### config.mk
export PLATFORM = sky130hd
export DESIGN_NAME = spgd_perturb_seq
export DESIGN_NICKNAME = d
export VERILOG_FILES = /design/src/rtl/spgd_pkg.sv /design/src/rtl/spgd_lfsr.sv /design/src/rtl/spgd_perturb_seq.sv
export SDC_FILE = /design/constraint.sdc
export NUM_CORES = 1
export LEC_CHECK = 0
export ABC_AREA = 1
export BUFFER_PORTS_ARGS = -buffer_cell sky130_fd_sc_hd__buf_2
export CORE_MARGIN = 3
export CORE_UTILIZATION = 30
export CTS_CLUSTER_DIAMETER = 40
export CTS_CLUSTER_SIZE = 40
export DETAILED_ROUTE_END_ITERATION = 12
export HOLD_SLACK_MARGIN = 0.15
export MAX_ROUTING_LAYER = met4
export SETUP_SLACK_MARGIN = 0.4
export SLEW_MARGIN = 20
export SYNTH_ARGS = -nofsm -noshare
export SYNTH_HDL_FRONTEND = slang
export SYNTH_SLANG_ARGS = --single-unit
### constraint.sdc
create_clock -name clk -period 4.3 [get_ports clk]
set_input_delay 0.215 -clock clk [delete_from_list [all_inputs] [get_ports clk]]
set_output_delay 0.215 -clock clk [all_outputs]
set_load 0.005 [all_outputs]
### src/rtl/spgd_pkg.sv
// Shared definitions for the SPGD perturbation sequencer and its update stage:
// default data widths, sequencer state encoding, LFSR taps and DAC saturation.
package spgd_pkg;

   localparam int SPGD_ADC_WIDTH = 12;
   localparam int SPGD_DAC_WIDTH = 14;

   // Fibonacci taps 16,14,13,11 expressed as bit positions 15,13,12,10.
   localparam logic [15:0] LFSR_TAPS = 16'hB400;

   typedef enum logic [3:0] {
      ST_IDLE,
      ST_DRAW,
      ST_APPLY_P,
      ST_SETTLE_P,
      ST_SAMPLE_P,
      ST_APPLY_M,
      ST_SETTLE_M,
      ST_SAMPLE_M,
      ST_UPDATE,
      ST_COMMIT
   } state_t;

   // Signed add clamped to [0, 2^width-1]. Evaluated at 32 bits so an
   // unsigned code plus a signed perturbation can never wrap before clamping.
   function automatic logic [31:0] sat_add(input logic signed [31:0] a,
                                           input logic signed [31:0] b,
                                           input int                 width);
      logic signed [31:0] sum;
      logic signed [31:0] hi;
      sum = a + b;
      hi  = (32'sd1 <<< width) - 32'sd1;
      if (sum < 32'sd0)
         return 32'd0;
      else if (sum > hi)
         return hi;
      else
         return sum;
   endfunction

endpackage

### src/rtl/spgd_lfsr.sv
// 16-bit Fibonacci LFSR: shifts left with the tap parity fed into bit 0,
// stepping only when advance is asserted.
module spgd_lfsr
   import spgd_pkg::*;
#(
   parameter logic [15:0] SEED = 16'hACE1
) (
   input  logic        clk,
   input  logic        rst_n,
   input  logic        i_advance,
   output logic [15:0] o_state
);

   logic [15:0] r_lfsr;
   logic        w_feedback;

   assign w_feedback = ^(r_lfsr & LFSR_TAPS);

   // Shift register state; reloads the seed on reset.
   always_ff @(posedge clk or negedge rst_n) begin
      if (!rst_n)
         r_lfsr <= SEED;
      else if (i_advance)
         r_lfsr <= {r_lfsr[14:0], w_feedback};
   end

   assign o_state = r_lfsr;

endmodule

### src/rtl/spgd_perturb_seq.sv
// SPGD perturbation sequencer: per iteration it draws a +/-DELTA per channel,
// drives U+dU, settles and samples J_p, drives U-dU, settles and samples J_m,
// holds everything steady for the combinational update stage, then commits
// the new operating point to both U and the DACs.
module spgd_perturb_seq
   import spgd_pkg::*;
#(
   parameter int                           ADC_WIDTH     = SPGD_ADC_WIDTH,
   parameter int                           DAC_WIDTH     = SPGD_DAC_WIDTH,
   parameter int                           SETTLE_CYCLES = 16,
   parameter logic [DAC_WIDTH-1:0]         DELTA_MAG     = 14'h0040,
   parameter logic [DAC_WIDTH-1:0]         INIT_U        = 14'h2000,
   parameter logic [15:0]                  LFSR_SEED     = 16'hACE1
) (
   input  logic                 clk,
   input  logic                 rst_n,
   input  logic                 enable,
   input  logic [ADC_WIDTH-1:0] adc_data,
   input  logic                 adc_valid,
   output logic [DAC_WIDTH-1:0] dac0,
   output logic [DAC_WIDTH-1:0] dac1,
   output logic                 dac_load,
   output logic [ADC_WIDTH-1:0] J_p,
   output logic [ADC_WIDTH-1:0] J_m,
   output logic [DAC_WIDTH-1:0] U0,
   output logic [DAC_WIDTH-1:0] U1,
   output logic [DAC_WIDTH-1:0] DELTA_U0,
   output logic [DAC_WIDTH-1:0] DELTA_U1,
   input  logic [DAC_WIDTH-1:0] new_U0,
   input  logic [DAC_WIDTH-1:0] new_U1,
   output logic                 iter_done,
   output logic [15:0]          iter_count,
   output logic                 busy
);

   localparam int                   CNT_W     = (SETTLE_CYCLES > 1) ? $clog2(SETTLE_CYCLES) : 1;
   localparam logic [CNT_W-1:0]     SETTLE_LD = CNT_W'(SETTLE_CYCLES - 1);
   localparam logic [DAC_WIDTH-1:0] NEG_DELTA = ~DELTA_MAG + 1'b1;

   state_t                 r_state;
   state_t                 w_next_state;
   logic                   w_lfsr_adv;
   logic [15:0]            w_lfsr;
   logic                   w_unused_lfsr;

   logic [DAC_WIDTH-1:0]   r_u        [2];
   logic [DAC_WIDTH-1:0]   r_du       [2];
   logic [DAC_WIDTH-1:0]   r_dac      [2];
   logic [DAC_WIDTH-1:0]   w_new_u    [2];
   logic [DAC_WIDTH-1:0]   w_dac_p    [2];
   logic [DAC_WIDTH-1:0]   w_dac_m    [2];
   logic [ADC_WIDTH-1:0]   r_jp;
   logic [ADC_WIDTH-1:0]   r_jm;
   logic [CNT_W-1:0]       r_settle_cnt;
   logic                   r_dac_load;
   logic                   r_iter_done;
   logic [15:0]            r_iter_count;

   spgd_lfsr #(
      .SEED      (LFSR_SEED)
   ) u_lfsr (
      .clk       (clk),
      .rst_n     (rst_n),
      .i_advance (w_lfsr_adv),
      .o_state   (w_lfsr)
   );

   // Only the two low LFSR bits pick perturbation signs.
   assign w_unused_lfsr = ^w_lfsr[15:2];

   assign w_new_u[0] = new_U0;
   assign w_new_u[1] = new_U1;

   // Per-channel saturated U+dU and U-dU codes.
   for (genvar gi = 0; gi < 2; gi++) begin : g_chan
      logic signed [31:0] w_u_s;
      logic signed [31:0] w_du_s;
      assign w_u_s       = {{(32-DAC_WIDTH){1'b0}}, r_u[gi]};
      assign w_du_s      = {{(32-DAC_WIDTH){r_du[gi][DAC_WIDTH-1]}}, r_du[gi]};
      assign w_dac_p[gi] = DAC_WIDTH'(sat_add(w_u_s, w_du_s, DAC_WIDTH));
      assign w_dac_m[gi] = DAC_WIDTH'(sat_add(w_u_s, -w_du_s, DAC_WIDTH));
   end

   // FSM state register.
   always_ff @(posedge clk or negedge rst_n) begin
      if (!rst_n)
         r_state <= ST_IDLE;
      else
         r_state <= w_next_state;
   end

   // Next-state decode; enable is only looked at in IDLE and COMMIT so a
   // started iteration always runs to completion.
   always_comb begin
      w_next_state = r_state;
      w_lfsr_adv   = 1'b0;
      case (r_state)
         ST_IDLE:     if (enable) w_next_state = ST_DRAW;
         ST_DRAW:     begin
                         w_lfsr_adv   = 1'b1;
                         w_next_state = ST_APPLY_P;
                      end
         ST_APPLY_P:  w_next_state = ST_SETTLE_P;
         ST_SETTLE_P: if (r_settle_cnt == '0) w_next_state = ST_SAMPLE_P;
         ST_SAMPLE_P: if (adc_valid) w_next_state = ST_APPLY_M;
         ST_APPLY_M:  w_next_state = ST_SETTLE_M;
         ST_SETTLE_M: if (r_settle_cnt == '0) w_next_state = ST_SAMPLE_M;
         ST_SAMPLE_M: if (adc_valid) w_next_state = ST_UPDATE;
         ST_UPDATE:   w_next_state = ST_COMMIT;
         ST_COMMIT:   w_next_state = enable ? ST_DRAW : ST_IDLE;
         default:     w_next_state = ST_IDLE;
      endcase
   end

   // Datapath: perturbation draw, DAC writes, settle count, metric capture, commit.
   always_ff @(posedge clk or negedge rst_n) begin
      if (!rst_n) begin
         for (int ch = 0; ch < 2; ch++) begin
            r_u[ch]   <= INIT_U;
            r_du[ch]  <= '0;
            r_dac[ch] <= INIT_U;
         end
         r_jp         <= '0;
         r_jm         <= '0;
         r_settle_cnt <= '0;
         r_dac_load   <= 1'b0;
         r_iter_done  <= 1'b0;
         r_iter_count <= '0;
      end else begin
         r_dac_load  <= 1'b0;
         r_iter_done <= 1'b0;
         case (r_state)
            ST_DRAW: begin
               for (int ch = 0; ch < 2; ch++)
                  r_du[ch] <= w_lfsr[ch] ? NEG_DELTA : DELTA_MAG;
            end
            ST_APPLY_P: begin
               for (int ch = 0; ch < 2; ch++)
                  r_dac[ch] <= w_dac_p[ch];
               r_dac_load   <= 1'b1;
               r_settle_cnt <= SETTLE_LD;
            end
            ST_SETTLE_P, ST_SETTLE_M: begin
               if (r_settle_cnt != '0)
                  r_settle_cnt <= r_settle_cnt - 1'b1;
            end
            ST_SAMPLE_P: begin
               if (adc_valid)
                  r_jp <= adc_data;
            end
            ST_APPLY_M: begin
               for (int ch = 0; ch < 2; ch++)
                  r_dac[ch] <= w_dac_m[ch];
               r_dac_load   <= 1'b1;
               r_settle_cnt <= SETTLE_LD;
            end
            ST_SAMPLE_M: begin
               if (adc_valid)
                  r_jm <= adc_data;
            end
            ST_COMMIT: begin
               for (int ch = 0; ch < 2; ch++) begin
                  r_u[ch]   <= w_new_u[ch];
                  r_dac[ch] <= w_new_u[ch];
               end
               r_dac_load   <= 1'b1;
               r_iter_done  <= 1'b1;
               r_iter_count <= r_iter_count + 16'd1;
            end
            default: ;
         endcase
      end
   end

   assign dac0       = r_dac[0];
   assign dac1       = r_dac[1];
   assign dac_load   = r_dac_load;
   assign J_p        = r_jp;
   assign J_m        = r_jm;
   assign U0         = r_u[0];
   assign U1         = r_u[1];
   assign DELTA_U0   = r_du[0];
   assign DELTA_U1   = r_du[1];
   assign iter_done  = r_iter_done;
   assign iter_count = r_iter_count;
   assign busy       = (r_state != ST_IDLE);

endmodule

# Word-level counts from Yosys, hierarchy flattened
# Cells that the tools add are included.
dict set report op_classes {
  add_sub_neg 8
  order_cmp 8
  eq_ne 15
  mux 23
  n_reduce_logical 14
}
# cell count
set op_table {}
lappend op_table {{$mux 14} 10}
lappend op_table {{$pmux 28 s3} 1}
lappend op_table {{$add 15x32->32} 2}
lappend op_table {{$gt 32x15->1 const B} 2}
lappend op_table {{$lt 32x1->1 const B} 2}
lappend op_table {{$neg 14->32} 2}
lappend op_table {{$pmux 4 s10} 1}
lappend op_table {{$add 15x14->16} 2}
lappend op_table {{$gt 16x15->1 const B} 2}
lappend op_table {{$lt 16x1->1 const B} 2}
lappend op_table {{$mux 4} 6}
lappend op_table {{$add 16x1->16 const B} 1}
lappend op_table {{$eq 4x3->1 const B} 4}
lappend op_table {{$reduce_xor 16->1} 1}
lappend op_table {{$ne 2x2->1 const B} 6}
lappend op_table {{$eq 4x2->1 const B} 2}
lappend op_table {{$eq 4x4->1 const B} 2}
lappend op_table {{$logic_not 4->1} 2}
lappend op_table {{$pmux 4 s2} 1}
lappend op_table {{$reduce_bool 4->1} 2}
lappend op_table {{$reduce_and 2->1} 3}
lappend op_table {{$reduce_and 5->1} 1}
lappend op_table {{$eq 4x1->1 const B} 1}
lappend op_table {{$mux 1} 4}
lappend op_table {{5 further kinds} 6}
dict set report word_totals {
  reg_bits 150
  input_bits 44
  output_inout_bits 127
  wordCells 82
}

# Longest topological paths before layout
dict set report logic_depth {
  word_depth 6
  depth_mapped 19
  depth_no_buf 18
}

# Modules after synthesis
# A second synthesis with hierarchy kept.
dict set report hier_totals {
  cells_unflattened 1015
  area_unflattened_um2 7845.0
}
# mod n_inst cells_each area_per_inst_um2 seq_area_each_um2
set by_module_without_submodules {}
lappend by_module_without_submodules {spgd_perturb_seq 1 939 7135.6 2732.6}
lappend by_module_without_submodules {spgd_lfsr 1 76 709.4 410.4}

# Worst setup path after synthesis
# No wires, ideal clock.
dict set report synth_timing {
  path_type {register -> register}
  startpoint {register, netlist name u_lfsr.o_state[1]}
  endpoint {register r_dac, in the netlist dac0[8]}
  setup_ns 0.113
  arrival_ns 3.056
  t_required_ns 4.187
  path_slack_ns 1.132
  stages_incl_launch_ff 19
  path_buffers 2
  path_cell_list {dfrtp_1 -> inv_1 -> ha_1 -> buf_4 -> nand2_1 -> nand2_1 -> o21ai_1 -> o21ai_1 -> nand3_1 -> nand2_1 -> inv_1 -> ha_1 -> and3b_1 -> clkbuf_1 -> nand3_1 -> a21oi_1 -> nand2_1 -> nand2_1 -> inv_1}
}
# element line_no
set synth_rtl {}
lappend synth_rtl {{end signal: indexed assignment} spgd_perturb_seq.sv:139} ;# r_dac[ch] <= w_dac_p[ch];
lappend synth_rtl {{end signal: indexed assignment} spgd_perturb_seq.sv:153} ;# r_dac[ch] <= w_dac_m[ch];
lappend synth_rtl {{end signal: indexed assignment} spgd_perturb_seq.sv:164} ;# r_dac[ch] <= w_new_u[ch];
lappend synth_rtl {{end: declaration} spgd_perturb_seq.sv:48} ;# logic [DAC_WIDTH-1:0] r_dac [2];

==> flow_summary_export.csv <==
group,metric,value,unit
route,dr_total_vias,6583,
synthesis,synth_edf_count,0,
power_and_ir_drop,swShare,46.61,%
synthesis,ys_types,48,
cells_and_area,area_growth,25.53,%
die,start_util,30.88,%
setup_path,crit_type,"flip-flop to flip-flop",
timing,finalHoldViolCount,0,
route,viasPerCell,4.451,
synthesis,synth-async-reset-ratio,100.0,%
timing,slew_viol_final,0,
die,core_area,24680,sq um
clock_tree,cts-root-buf,"clkbuf_16",
synthesis,ys.flop_type,"dfrtp_1",
setup_path,cp-start-kind,"flip-flop",
power_and_ir_drop,peakVddDrop,255.9,uV
die,pin_count,171,
route,route.detailed.drc,0,
timing,fin_crit_sh,69.44,%
power_and_ir_drop,leakage,0.005077,uW
status,status,"finished clean",
placed_design,dp_slack,1.342,ns
power_and_ir_drop,p_comb_share,58.4,%
die,die_area,27350,sq um
die,die_h,165.4,microns
setup_path,crit_fanout,11,
clock_tree,cts.clk_slew.worst_paths,0.06,ns
setup_path,required,4.59,ns
route,drtIter0Drc,390,
route,final_antenna_net_count,0,
placed_design,dp_hpwl,14050,microns
timing,rsz0062_at_grt,"no",
clock_tree,clock_sinks,123,
timing,tightest_slew,0.8567,ns
synthesis,netlist_instances,965,
cells_and_area,drive_above_1_share,23.38,%
clock_tree,clk-insertion-delay-late,0.41,ns
die,die_w,165.4,microns
power_and_ir_drop,clkPwrFrac,17.7,%
placed_design,port_buffers,158,
clock_tree,cts_buffers,17,
global_routing,grt_usage,15.12,%
route,drtPass1Iterations,5,
global_routing,grt_pass1_vias,6397,
job,cap_violations,0,
die,row_count,57,
synthesis,ys_ff_latch,123,
power_and_ir_drop,seq_power_share,24.0,%
global_routing,grt-ovfl-total,0,
clock_tree,cts_max_level,4,
power_and_ir_drop,p_per_area,878.5,nW/um^2
cells_and_area,nets,1235,
clock_tree,postCtsSetupRepairBufs,0,
power_and_ir_drop,p_int,4487,uW
synthesis,synth.avg_cell_area,7.897,sq um
global_routing,grt_max_degree,65,
timing,maxSlewHeadroom,42.89,%
clock_tree,cts.path.max_buffers,2,
placed_design,gp_congestion,0.9098,
timing,setup_viol,0,
timing,whs,0.2114,ns
route,wl_per_cell,13.23,microns
timing,tns,0,ns
timing,setup_ws,1.314,ns
global_routing,antenna_found_initial,0,
timing,skew,0.009498,ns
synthesis,synth-seq-area-share,40.58,%
clock_tree,tritoncts,"built",
placed_design,dp_cells,1406,
synthesis,yosys_warnings,0,
global_routing,grt_pass1_wl,32280,microns
route,wirelength,19570,microns
setup_path,arrival,3.27,ns
min_path,hold_class,"input port to flip-flop",
power_and_ir_drop,p_sw,3918,uW
timing,fmax,0.3349,GHz
synthesis,syn-cell-area,7621,sq um
cells_and_area,antenna_cells,0,
timing,period_needed,2.986,ns
setup_path,worstSetupEndpointType,"flip-flop",
cells_and_area,final_cells,1479,
-- Yosys cell counts (4+ instances only) --
master    instances  area, sq um
dfstp_2          12        315.3
buf_4            33        247.7
inv_2            11        41.29
nor2_1           34        127.6
buf_2            11        55.05
a21boi_0          5        37.54
clkbuf_1         13        48.80
inv_1           112        420.4
nand3_1          35        175.2
xor2_1           28        245.2
a31oi_1           7        43.79
mux2_2           10        112.6
o21ai_0          62        310.3
o21bai_1          4        30.03
ha_1             44        550.5
nand4_1           6        37.54
fa_1              4        80.08
nor3_1            6        30.03
nand2_1         300         1126
xnor2_1          13        113.9
or2_2            20        125.1
dfrtp_1         111         2778
a21oi_1          45        225.2
nor2_2            5        31.28
-- flip-flops by register name, summed over array words and instances (netlist names), 4 cells and up --
register / count
J_m: 12
J_p: 12
U0: 14
U1: 14
dac0: 14
dac1: 14
iter_count: 16
r_settle_cnt: 4
r_state: 4
u_lfsr.o_state: 16
-- metal layers --
| layer | vias up | track usage, % | part of all wire [%] |
|---|---|---|---|
| li1 | 3343 | - | - |
| met1 | 3076 | 19.88 | 47 |
| met2 | 152 | 23.65 | 46 |
| met3 | 12 | 4.016 | 5.7 |
| met4 | 0 | 3.062 | 0.72 |
| met5 | - | - | 0 |
-- per-stage QoR --
step / total power (uW) / cell area (sq um) / util, %
2_1_floorplan: 5712 / 7662 / -
4_1_cts: 8504 / 9567 / 38.77
3_3_place_gp: 6882 / 8539 / 34.61
6_report: 8404 / 9567 / 38.77
3_5_place_dp: 6930 / 8539 / 34.61
5_1_grt: 9346 / 9567 / 38.77
-- what timing repair did --
action                                  in CTS  in global routing
resized for setup                            0                  0
endpoints found under the hold margin      109                  0
hold buffers                                42                  0
endpoints found under the setup margin       0                  0
-- layout by cell type (no fill, tap or decap), types with 11 or more instances in the layout --
cell,count
dlygate4sd3_1,42
or2_2,20
conb_1,12
dfstp_2,12
nand2_1,300
inv_1,112
nand3_1,35
buf_2,157
dfrtp_1,111
o21ai_0,62
nor2_1,34
inv_2,11
clkbuf_16,17
ha_1,44
xor2_1,28
xnor2_1,13
a21oi_1,45
-- power groups by stage --
stage | sequential [uW] | clock (uW) | combinational (uW)
after floorplan | 2040 | 0 | 3670
after global placement | 2030 | 0 | 4850
after detailed placement | 2030 | 0 | 4900
after CTS | 2020 | 1530 | 4950
after global routing | 2080 | 1580 | 5680
final | 2020 | 1480 | 4900
-- critical path: stages, from the launching register on --
cell     delay, ns
dfrtp_1       0.34
inv_1         0.14
buf_4         0.22
ha_1          0.30
nand3_1       0.08
nand2_1       0.14
nand3_1       0.10
nand2_1       0.14
nand2_1       0.07
nand2_1       0.09
inv_2         0.04
ha_1          0.26
and3b_1       0.43
nand2_1       0.16
o21ai_0       0.19
nand2_1       0.07
nand2_1       0.05
nand2_1       0.06
-- final cells by class --
cell class              count  area (sq um)
clock inverters            13         167.7
fillers                  2557         15110
well taps                 324         405.4
multi-input cells         669          3719
repair buffers            209          1281
clock buffers              18         439.2
inverters                 123         461.7
flip-flops and latches    123          3093
-- path summary, 6_finish.rpt --
| kind | startpoint | endpoint | slack, ns | depth (start not counted) |
|---|---|---|---|---|
| worst max-delay path | u_lfsr.o_state[1]$_DFFE_PN0P_ | dac0[7]$_DFFE_PN0P_ | 1.31 | 17 |
| worst min-delay path | adc_valid | r_state[3]$_DFFE_PN0P_ | 0.21 | 3 |
| worst max register to register | u_lfsr.o_state[1]$_DFFE_PN0P_ | dac0[7]$_DFFE_PN0P_ | 1.31 | 17 |
| worst min register to register | iter_count[15]$_DFFE_PN0P_ | iter_count[15]$_DFFE_PN0P_ | 0.47 | 1 |
| max in group asynchronous | rst_n | dac1[13]$_DFFE_PN1P_ | 2.89 | 3 |
| min in group asynchronous | rst_n | J_m[3]$_DFFE_PN0P_ | 0.42 | 2 |
-- cell families (layout without fill, tap and decap cells) --
group | after synthesis | after routing | synth area share, %
and+or+nand+nor | 418 | 418 | 23.53
buffers and inverters | 184 | 363 | 11.16
AOI/OAI and AO/OA | 140 | 140 | 10.21
DFF | 123 | 123 | 40.58
adders and majority gates | 48 | 48 | 8.275
xor gates and xnor gates | 41 | 41 | 4.712
muxes | 10 | 10 | 1.478
other | 1 | 12 | 0.04921
(Power assumes the default switching activity.)
